File: config.mk
export PLATFORM = sky130hd
export DESIGN_NAME = phase_sync_rx
export DESIGN_NICKNAME = d
export VERILOG_FILES = /design/src/rtl/phase_sync_rx.sv
export SDC_FILE = /design/constraint.sdc
export NUM_CORES = 1
export LEC_CHECK = 0
export ABC_AREA = 1
export CAP_MARGIN = 0
export CORE_ASPECT_RATIO = 1.1
export CORE_MARGIN = 5
export CORE_UTILIZATION = 56
export DETAILED_ROUTE_END_ITERATION = 12
export PLACE_DENSITY = 0.89
export SLEW_MARGIN = 20
export SYNTH_ARGS = -nofsm -noshare
export SYNTH_HDL_FRONTEND = slang
export SYNTH_SLANG_ARGS = --single-unit
File: constraint.sdc
create_clock -name clock -period 2.6 [get_ports clock]
set_input_delay 0.52 -clock clock [delete_from_list [all_inputs] [get_ports clock]]
set_output_delay 0.52 -clock clock [all_outputs]
set_load 0.01 [all_outputs]
File: src/rtl/phase_sync_rx.sv
// -----------------------------------------------------------------------------
// phase_sync_rx
//
// Purpose:
//   Phase-sequence synchroniser for a receiver that sees a repeating
//   three-symbol phase pattern 0 -> 1 -> 2 -> 0 ...  The block searches for
//   the pattern, verifies it over LOCK_THRESH consecutive correct symbols,
//   declares lock, and then flywheels the expected phase while tolerating
//   up to UNLOCK_THRESH-1 consecutive bad symbols before dropping lock.
//   Bad symbols seen while locked are counted in a saturating error counter.
//
// Parameters:
//   LOCK_THRESH    consecutive correct symbols needed to lock (2..7)
//   UNLOCK_THRESH  consecutive bad symbols while locked to drop lock (2..7)
//   CNT_WIDTH      width of err_count
//
// Ports:
//   clock           in   single rising-edge clock
//   reset           in   synchronous active-high reset
//   in_valid        in   in_phase is sampled only when high
//   in_phase[1:0]   in   0=IDLE, 1=STATE_1, 2=STATE_2, 3=illegal
//   clear_count     in   synchronous clear of err_count
//   locked          out  high in LOCKED and HOLD
//   expected_phase  out  next phase code the block expects
//   phase_err       out  one-cycle pulse per bad symbol while locked
//   lock_acq        out  one-cycle pulse on VERIFY -> LOCKED
//   lock_lost       out  one-cycle pulse on HOLD -> SEARCH
//   err_count       out  saturating count of phase_err pulses
//   sync_state      out  SEARCH=0, VERIFY=1, LOCKED=2, HOLD=3
// -----------------------------------------------------------------------------
module phase_sync_rx #(
  parameter int LOCK_THRESH   = 3,
  parameter int UNLOCK_THRESH = 2,
  parameter int CNT_WIDTH     = 8
) (
  input  logic                 clock,
  input  logic                 reset,
  input  logic                 in_valid,
  input  logic [1:0]           in_phase,
  input  logic                 clear_count,
  output logic                 locked,
  output logic [1:0]           expected_phase,
  output logic                 phase_err,
  output logic                 lock_acq,
  output logic                 lock_lost,
  output logic [CNT_WIDTH-1:0] err_count,
  output logic [1:0]           sync_state
);

  typedef enum logic [1:0] {
    SEARCH = 2'd0,
    VERIFY = 2'd1,
    LOCKED = 2'd2,
    HOLD   = 2'd3
  } state_t;

  localparam logic [2:0]           LOCK_T   = 3'(LOCK_THRESH);
  localparam logic [2:0]           UNLOCK_T = 3'(UNLOCK_THRESH);
  localparam logic [CNT_WIDTH-1:0] CNT_MAX  = {CNT_WIDTH{1'b1}};
  localparam logic [1:0]           ILLEGAL  = 2'd3;

  // Next phase in the 0 -> 1 -> 2 -> 0 cycle. Code 3 never appears as an
  // argument in normal operation; it maps to 0 so the result stays legal.
  function automatic logic [1:0] succ(input logic [1:0] p);
    case (p)
      2'd0:    succ = 2'd1;
      2'd1:    succ = 2'd2;
      default: succ = 2'd0;
    endcase
  endfunction

  state_t                 state_q, state_d;
  logic [1:0]             expected_q, expected_d;
  logic [2:0]             match_cnt_q, match_cnt_d;
  logic [2:0]             miss_cnt_q, miss_cnt_d;
  logic [CNT_WIDTH-1:0]   err_count_q, err_count_d;
  logic                   phase_err_q, phase_err_d;
  logic                   lock_acq_q, lock_acq_d;
  logic                   lock_lost_q, lock_lost_d;

  logic                   sym_match;
  logic                   sym_legal;
  logic                   err_inc;

  // expected_q is always a legal code, so an illegal symbol can never match.
  assign sym_match = (in_phase == expected_q);
  assign sym_legal = (in_phase != ILLEGAL);

  // ---------------------------------------------------------------------------
  // Next-state / output logic
  // ---------------------------------------------------------------------------
  always_comb begin
    state_d     = state_q;
    expected_d  = expected_q;
    match_cnt_d = match_cnt_q;
    miss_cnt_d  = miss_cnt_q;
    phase_err_d = 1'b0;
    lock_acq_d  = 1'b0;
    lock_lost_d = 1'b0;
    err_inc     = 1'b0;

    if (in_valid) begin
      case (state_q)
        SEARCH: begin
          if (sym_legal) begin
            expected_d  = succ(in_phase);
            match_cnt_d = 3'd1;
            state_d     = VERIFY;
          end
        end

        VERIFY: begin
          if (sym_match) begin
            match_cnt_d = match_cnt_q + 3'd1;
            expected_d  = succ(in_phase);
            if (match_cnt_q + 3'd1 == LOCK_T) begin
              state_d    = LOCKED;
              lock_acq_d = 1'b1;
            end
          end else if (sym_legal) begin
            // A legal but out-of-order symbol starts a fresh candidate
            // sequence rather than throwing the search away.
            expected_d  = succ(in_phase);
            match_cnt_d = 3'd1;
          end else begin
            match_cnt_d = 3'd0;
            state_d     = SEARCH;
          end
        end

        LOCKED: begin
          // The expected phase keeps advancing on bad symbols too, so a
          // single corrupted symbol does not shift the phase reference.
          expected_d = succ(expected_q);
          if (sym_match) begin
            miss_cnt_d = 3'd0;
          end else begin
            phase_err_d = 1'b1;
            err_inc     = 1'b1;
            miss_cnt_d  = 3'd1;
            state_d     = HOLD;
          end
        end

        HOLD: begin
          expected_d = succ(expected_q);
          if (sym_match) begin
            miss_cnt_d = 3'd0;
            state_d    = LOCKED;
          end else begin
            phase_err_d = 1'b1;
            err_inc     = 1'b1;
            miss_cnt_d  = miss_cnt_q + 3'd1;
            if (miss_cnt_q + 3'd1 == UNLOCK_T) begin
              state_d     = SEARCH;
              lock_lost_d = 1'b1;
              match_cnt_d = 3'd0;
            end
          end
        end

        default: begin
          state_d = SEARCH;
        end
      endcase
    end

    // Recovery from a corrupted state register does not wait for a valid
    // symbol.
    if (state_q != SEARCH && state_q != VERIFY &&
        state_q != LOCKED && state_q != HOLD) begin
      state_d = SEARCH;
    end

    // Clear wins over a simultaneous increment; the counter never wraps.
    err_count_d = err_count_q;
    if (clear_count) begin
      err_count_d = '0;
    end else if (err_inc && (err_count_q != CNT_MAX)) begin
      err_count_d = err_count_q + 1'b1;
    end
  end

  // ---------------------------------------------------------------------------
  // State registers
  // ---------------------------------------------------------------------------
  always_ff @(posedge clock) begin
    if (reset) begin
      state_q     <= SEARCH;
      expected_q  <= 2'd0;
      match_cnt_q <= 3'd0;
      miss_cnt_q  <= 3'd0;
      err_count_q <= '0;
      phase_err_q <= 1'b0;
      lock_acq_q  <= 1'b0;
      lock_lost_q <= 1'b0;
    end else begin
      state_q     <= state_d;
      expected_q  <= expected_d;
      match_cnt_q <= match_cnt_d;
      miss_cnt_q  <= miss_cnt_d;
      err_count_q <= err_count_d;
      phase_err_q <= phase_err_d;
      lock_acq_q  <= lock_acq_d;
      lock_lost_q <= lock_lost_d;
    end
  end

  // ---------------------------------------------------------------------------
  // Outputs (all derived directly from registers)
  // ---------------------------------------------------------------------------
  assign locked         = (state_q == LOCKED) || (state_q == HOLD);
  assign expected_phase = expected_q;
  assign phase_err      = phase_err_q;
  assign lock_acq       = lock_acq_q;
  assign lock_lost      = lock_lost_q;
  assign err_count      = err_count_q;
  assign sync_state     = state_q;

endmodule

# [After elaboration in Yosys (flattened, before gate mapping)]
# Cells that the tools add are included.
[totals] ff_bits=21 input_bits=6 output_inout_bits=16 word_cells=81
[classes] n_addsub=3 n_eq_ne=20 mux=27 bitwise=4 reduce_logical=19
[ops] operator="$mux 2" count=9
[ops] operator="$mux 3" count=5
[ops] operator="$ne 2x2->1 const B" count=7
[ops] operator="$ne 3x3->1 const B" count=3
[ops] operator="$pmux 3 s3" count=1
[ops] operator="$add 8x1->8 const B" count=1
[ops] operator="$ne 8x8->1 const B" count=1
[ops] operator="$pmux 2 s2" count=2
[ops] operator="$pmux 2 s4" count=1
[ops] operator="$reduce_or 4->1" count=2
[ops] operator="$mux 1" count=7
[ops] operator="$add 3x1->3 const B" count=2
[ops] operator="$eq 2x1->1 const B" count=3
[ops] operator="$eq 3x2->1 const B" count=2
[ops] operator="$logic_not 2->1" count=3
[ops] operator="$pmux 2 s3" count=1
[ops] operator="$pmux 3 s2" count=1
[ops] operator="$reduce_and 6->1" count=1
[ops] operator="$reduce_or 2->1" count=3
[ops] operator="$reduce_and 5->1" count=1
[ops] operator="$eq 2x2->1 const B" count=2
[ops] operator="$logic_and 1x1->1" count=4
[ops] operator="$not 1->1" count=4
[ops] operator="$reduce_bool 2->1" count=2
[ops] operator="5 further kinds" count=5

# [Logic depth before layout (Yosys ltp)]
# Gate-level depths: netlist (run 1).
[logic_depth] word_depth=5 depth_mapped=11 depth_no_buf=11

# [Least setup slack after synthesis (run 1)]
# No wires, ideal clock.
[synth_timing] kind="register to register" start="reg err_count_q[1] (netlist: err_count[1])" end="reg err_count_q[1] (netlist: err_count[1])" setup_ns=0.116 t_arrival_ns=1.252 t_required_ns=2.484 path_slack_ns=1.232 stages_incl_launch_ff=7 n_path_buf=0 synth_period_minus_slack_ns=1.368 cell_sequence="dfxtp_1 -> ha_1 -> nand4_2 -> nor2_1 -> nor2_4 -> o21ai_0 -> nor2_1"
[synth_via] elab_chain_len=2 word_cells_on_any_way=3 classes_between="add/sub: 1; eq/ne: 1; reduce/logical: 1"
[synth_rtl] element="start, declared" line_no="76" source="logic [CNT_WIDTH-1:0] err_count_q, err_count_d;"
[synth_rtl] element="start signal, assigned" line_no="202" source="err_count_q <= err_count_d;"
[synth_rtl] element="branches (longest 2 deep; another with $add 8x1->8)"
# Parallel ways; which one is timed is not known.
# A chain may end at the register's enable or synchronous reset.

==> results by group, run 1 <==
Status
  – Status: finished clean

Timing
  – Final hold viol count: 0
  – Post-route setup slack: 0.6153 ns
  – Clk_skew: 0.001854 ns
  – Setup violators final: 0
  – Min cycle time layout: 1.985 ns
  – Tcrit/Tclk final: 76.34%
  – Max Slew Vio Count: 0
  – Fin Hold WS: 0.5277 ns
  – RSZ-0062 raised after global routing: false
  – F_max: 503.9 MHz
  – Worst-margin pin slew: 0.3538 ns
  – Setup_tns: 0 ns
  – Max transition margin: 76.38%

Critical path
  – CP Buf/Inv Count: 1
  – Max FO, Critical Path: 10
  – Critical path type: reg -> out
  – Slowest CP cell: clkdlybuf4s50_1
  – Critical path cell sequence: clkdlybuf4s50_1
  – Worst EP required: 2.08 ns
  – Delay-heaviest family, CP: buffers and inverters
  – CP endpoint kind: output pin
  – Worst path max stage delay: 0.61 ns
  – CP startpoint kind: flip-flop
  – CP arrival: 1.46 ns

Place
  – Dpl ws: 0.5194 ns
  – Port bufs: 21
  – Cell total after placement: 236
  – HPWL Detailed: 2315 um
  – Area of placed instances: 1511 um^2
  – Routability cong.: 0.8180

Cells and area
  – Antenna cells: 0
  – Filler-free cell count of the finished design: 240
  – Area delta synth->final: 20.49%
  – Fill cell count: 196
  – Post-route cell area: 1538 um^2
  – Nets: 222
  – Most frequent cells in the layout: nand2_1, nor2_1, dfxtp_1, clkdlybuf4s50_1, inv_1
  – Commonest non-fill, non-tap cell in the layout: nand2_1
  – Layout cells sized above 1: 13.33%
  – Finished Core Util: 69.67%

Floorplan
  – Initial core utilization: 57.82%
  – Die area: 3335 um^2
  – Row cnt: 18
  – Chip Height: 60.07 um
  – IO Count: 22
  – Core ar.: 2207 um^2
  – Die width: 55.52 um

Yosys
  – Syn Std Cell Area: 1276 um^2
  – Synthesis Warnings: 0
  – Syn Inst Count: 188
  – Netlist cell types: 29
  – Sequential share of the synthesized area: 32.94%
  – Post-synthesis register bit count: 21
  – Mean Syn Cell Area: 6.788 um^2
  – Syn nets: 199

CTS
  – Post-CTS sizing: 0
  – Clock Path Buffers: 2
  – Clk slew on worst S/H paths: 0.11 ns
  – Post-CTS Setup Bufs: 0
  – CTS sink cnt: 21
  – H-tree levels: 1
  – Hold Buf Count CTS: 0
  – Worst-Skew Late Latency: 0.31 ns
  – Number of CTS-inserted buffers: 3
  – TritonCTS clock tree: built
  – CTS root buf: clkbuf_4

Drt
  – Drt wl/cell: 12.00 um
  – Drt initial violations: 24
  – Drt first pass iters: 4
  – Via total after detailed routing: 1262
  – ANT nets after route: 0
  – Remaining routing DRC violations: 0
  – Vias/cell: 5.258
  – Final WL: 2880 um

Power and ir drop
  – Overall Power: 645.3 uW
  – Worst IR drop on VDD: 0.2984 mV
  – Sequential power share: 54.5%
  – Pwr dens: 419.6 nW/um^2
  – Clock power share: 24.4%
  – Combinational power share: 21.1%
  – Sw Pwr: 195.9 uW
  – Int Power: 449.4 uW
  – Leakage: 0.6281 nW
  – Sw frac: 30.36%

Worst hold path
  – Hold WC Path Type: reg -> reg

GRT
  – Initial antenna violation count: 0
  – Vias in the first global route: 1213
  – Congestion Overflow GR: 0
  – Global-route wire length before repair: 4961 um
  – Total track usage: 18.71%
  – Pin count of the biggest net entering global routing: 12

Run
  – Maxcap violations: 0
layout make-up:
class                      count  area [um^2]  area share [%]
tap                           30        37.54           2.441
timing repair buffer          21        210.2           13.67
inverter                      26        100.1           6.509
multi-input combinational    138        743.2           48.33
clock buffer                   4        26.28           1.709
sequential                    21        420.4           27.34
tightest hold or removal path, stage by stage, from the launching register on:
cell and delay [ns]:
dfxtp_1 0.36, nand2_1 0.08, a21oi_1 0.05
metal layers:
layer,global-route usage [%],vias up,part of all wire [%]
met5,0,-,0
met4,9.722,0,1.7
met3,3.240,5,4.5
met2,35.81,39,52
met1,19.76,580,42
li1,-,638,-
final timing paths:
path	from	end	slack [ns]	cells past startpoint
setup / recovery	flip-flop	locked	0.62	1
hold / removal	err_count[4]	err_count[4]	0.53	2
setup reg to reg	flip-flop	flip-flop	1.09	10
hold reg to reg	err_count[4]	err_count[4]	0.53	2
synth_stat cells:
library cell	instances	area, um^2
nand2_1	43	161.4
nor2_1	28	105.1
dfxtp_1	21	420.4
inv_1	20	75.07
a21oi_1	12	60.06
nand3_1	9	45.04
nand2_2	6	37.54
o21ai_0	6	30.03
ha_1	5	62.56
nor2_2	5	31.28
inv_2	4	15.01
nand2_4	3	33.78
o21ai_1	3	15.01
o31ai_1	3	22.52
clkbuf_1	2	7.510
nand3_2	2	20.02
nor2_4	2	22.52
nor3_1	2	10.01
xnor2_1	2	17.52
a31oi_1	1	6.260
a32o_1	1	10.01
and2_1	1	6.260
buf_2	1	5.000
clkinv_1	1	3.750
inv_4	1	6.260
nand4_2	1	12.51
o21ai_4	1	16.27
o32ai_1	1	8.760
xor2_1	1	8.760
sequential cells by signal, indices dropped and copies added, names as in the netlist, named ones only:
signal / count
err_count: 8
expected_phase: 2
lock_acq: 1
lock_lost: 1
match_cnt_q: 3
miss_cnt_q: 3
phase_err: 1
sync_state: 1
power groups by stage:
| stage | logic [mW] | clock network [mW] | registers (mW) |
|---|---|---|---|
| floorplan | 0.0940 | 0 | 0.356 |
| global placement | 0.130 | 0 | 0.357 |
| detailed placement | 0.136 | 0 | 0.359 |
| CTS | 0.137 | 0.160 | 0.351 |
| global route | 0.153 | 0.179 | 0.354 |
| finish | 0.136 | 0.158 | 0.351 |
logic make-up after synthesis:
family                     after synthesis  synth area share (%)
AOI/OAI and AO/OA                       28                 13.24
xor gates and xnor gates                 3                 2.059
adders and majority gates                5                 4.902
buffers and inverters                   29                 8.823
DFF                                     21                 32.94
and+or+nand+nor                        102                 38.04
No activity file was read; power rests on OpenSTA's default activity.
==> run 2: changes to the inputs <==
--- a/config.mk
+++ b/config.mk
@@ -9,9 +9,9 @@
 export CAP_MARGIN = 0
 export CORE_ASPECT_RATIO = 1.1
 export CORE_MARGIN = 5
-export CORE_UTILIZATION = 56
+export CORE_UTILIZATION = 47
 export DETAILED_ROUTE_END_ITERATION = 12
-export PLACE_DENSITY = 0.89
+export PLACE_DENSITY = 0.8
 export SLEW_MARGIN = 20
 export SYNTH_ARGS = -nofsm -noshare
 export SYNTH_HDL_FRONTEND = slang
==> constraint.sdc (replaced) <==
create_clock -name clock -period 1.76 [get_ports clock]
set_input_delay 0.352 -clock clock [delete_from_list [all_inputs] [get_ports clock]]
set_output_delay 0.352 -clock clock [all_outputs]
set_load 0.01 [all_outputs]
==> run 2 against run 1 <==
  * Setup slack got worse by 0.54 ns
  * Sequential power increased by 48%
  * Combinational power increased by 57%
  * Register-to-register slack got worse by 0.80 ns
  * Non-clock buffer count increased by 9
  * Sequential cell count unchanged
  * Final cell count increased by 4.2%
  * Power increased by 50%
  * Wire length decreased by 7.8%
  * First-iteration DRC count increased by 100%
  * Utilization decreased by 6.4 points
  * Critical path type unchanged
  * Largest cell class unchanged
  * Largest power group unchanged
==> results by group, run 2 (synthesized netlist as in run 1, its figures left out) <==
Status
  – Status: finished clean

Power and ir drop
  – Pwr dens: 601.5 nW/um^2 (+43%)
  – Leakage: 0.6716 nW (+6.9%)
  – Worst IR drop on VDD: 0.3743 mV (+25%)

Floorplan
  – Core ar.: 2544 um^2 (+15%)
  – Die width: 59.69 um (+7.5%)
  – Chip Height: 64.65 um (+7.6%)
  – IO Count: 22 (unchanged)
  – Die area: 3859 um^2 (+16%)
  – Row cnt: 19 (+1)
  – Initial core utilization: 50.17% (-7.7 points)

GRT
  – Total track usage: 15.62% (-3.1 points)
  – Initial antenna violation count: 0 (unchanged)
  – Global-route wire length before repair: 4940 um (-0.42%)
  – Vias in the first global route: 1215 (+0.16%)
  – Congestion Overflow GR: 0 (unchanged)
  – Pin count of the biggest net entering global routing: 12 (unchanged)

Drt
  – ANT nets after route: 0 (unchanged)
  – Drt initial violations: 48 (+100%)
  – Vias/cell: 5.012 (-4.7%)
  – Drt first pass iters: 4 (unchanged)
  – Via total after detailed routing: 1253 (-0.71%)
  – Remaining routing DRC violations: 0 (unchanged)
  – Final WL: 2655 um (-7.8%)
  – Drt wl/cell: 10.62 um (-12%)

Cells and area
  – Fill cell count: 223 (+14%)
  – Antenna cells: 0 (unchanged)
  – Commonest non-fill, non-tap cell in the layout: nand2_1
  – Nets: 231 (+4.1%)
  – Filler-free cell count of the finished design: 250 (+4.2%)
  – Most frequent cells in the layout: nand2_1, nor2_1, clkdlybuf4s50_1
  – Layout cells sized above 1: 18.26% (+4.9 points)
  – Area delta synth->final: 26.18%
  – Largest register FFs: 8 (unchanged)

CTS
  – Number of CTS-inserted buffers: 3 (unchanged)
  – Hold Buf Count CTS: 0 (unchanged)
  – TritonCTS clock tree: built
  – H-tree levels: 1 (unchanged)
  – CTS root buf: clkbuf_4
  – Clk slew on worst S/H paths: 0.12 ns (about the same)
  – Worst-Skew Late Latency: 0.30 ns (about the same)
  – CTS sink cnt: 21 (unchanged)
  – Clock Path Buffers: 2 (unchanged)

Critical path
  – CP arrival: 1.33 ns (-0.13 ns)
  – Worst path max stage delay: 0.57 ns (-0.04 ns)
  – Critical path type: reg -> out
  – CP Buf/Inv Count: 1 (unchanged)
  – CP startpoint kind: flip-flop
  – Critical path cell sequence: clkdlybuf4s50_1
  – Worst EP required: 1.41 ns (-0.67 ns)
  – Max FO, Critical Path: 10 (unchanged)
  – CP endpoint kind: output pin
  – Slowest CP cell: clkdlybuf4s50_1
  – Delay-heaviest family, CP: buffers and inverters

Timing
  – F_max: 593.5 MHz
  – Fin Hold WS: 0.5144 ns (-0.01330 ns)
  – Clk_skew: 0.008899 ns (+0.007045 ns)
  – Tcrit/Tclk final: 95.74%
  – Min cycle time layout: 1.685 ns
  – Worst-margin pin slew: 0.3297 ns (-0.02409 ns)
  – Setup violators final: 0 (unchanged)
  – RSZ-0062 raised after global routing: false
  – Final hold viol count: 0 (unchanged)
  – Max transition margin: 77.94% (+1.6 points)
  – Max Slew Vio Count: 0 (unchanged)
  – Post-route setup slack: 0.07500 ns (-0.5403 ns)

Place
  – Dpl ws: -0.08580 ns (-0.6052 ns)
  – Cell total after placement: 246 (+4.2%)
  – Routability cong.: 0.7948 (-2.8%)
  – Port bufs: 21 (unchanged)
  – HPWL Detailed: 2097 um (-9.4%)

Run
  – Maxcap violations: 0 (unchanged)

Worst hold path
  – Hold WC Path Type: reg -> reg
run 2: cell types whose count changed in the layout (fill, tap and decap cells not counted), sizes merged:
cell	before	now
buf	0	9
run 2: metrics by stage:
stage	setup TNS, ns	utilization, %	area, um^2	power (mW)
2_1_floorplan	0	-	1276	0.6643
3_3_place_gp	-0.3128	62.12	1580	0.7395
3_5_place_dp	-0.6550	62.12	1580	0.7424
4_1_cts	0	63.21	1608	0.9757
5_1_grt	0	63.31	1610	1.029
6_report	0	63.31	1610	0.9686
run 2: what timing repair did:
| item | in CTS | in global routing |
|---|---|---|
| gates resized for setup | 1 | 2 |
| setup buffers | 0 | 0 |
| cloned | 0 | 0 |
| setup endpoints to repair | 2 | 2 |
run 2: final timing paths:
kind / start / end / slack, ns / cells past startpoint
worst max register to register: miss_cnt_q[0] / match_cnt_q[1] / 0.29 / 10
worst min register to register: match_cnt_q[2] / match_cnt_q[2] / 0.51 / 2
worst min-delay path: match_cnt_q[2] / match_cnt_q[2] / 0.51 / 2
worst max-delay path: flip-flop / sync_state[1] / 0.08 / 1
run 2: area by class of cell:
class / instances / area [um^2] / share of cell area [%]
flip-flops and latches: 21 / 424.2 / 26.34
clock buffers: 4 / 26.28 / 1.632
multi-input cells: 138 / 743.2 / 46.15
repair buffers: 30 / 277.8 / 17.25
inverters: 26 / 100.1 / 6.216
well taps: 31 / 38.79 / 2.409
run 2: routing by layer:
metal | track usage, % | vias to the layer above | share of wire, %
met5 | 0 | - | 0
met4 | 4.709 | 0 | 0.64
met3 | 1.984 | 2 | 4.0
met2 | 26.35 | 22 | 48
met1 | 20.41 | 572 | 47
li1 | - | 657 | -
run 2: power breakdown:
group	switching, mW	total (mW)	internal, mW
sequential	0.0251	0.520	0.495
clock	0.147	0.235	0.0882
combinational	0.119	0.213	0.0939
total	0.291	0.969	0.677
==> run 3: changes to the inputs <==
--- a/config.mk
+++ b/config.mk
@@ -6,6 +6,7 @@
 export NUM_CORES = 1
 export LEC_CHECK = 0
 export ABC_AREA = 1
+export ABC_CLOCK_PERIOD_IN_PS = 1760
 export CAP_MARGIN = 0
 export CORE_ASPECT_RATIO = 1.1
 export CORE_MARGIN = 5
==> results of run 3 <==
Same layout as run 2: the final DEF is identical, and so are final timing and power.
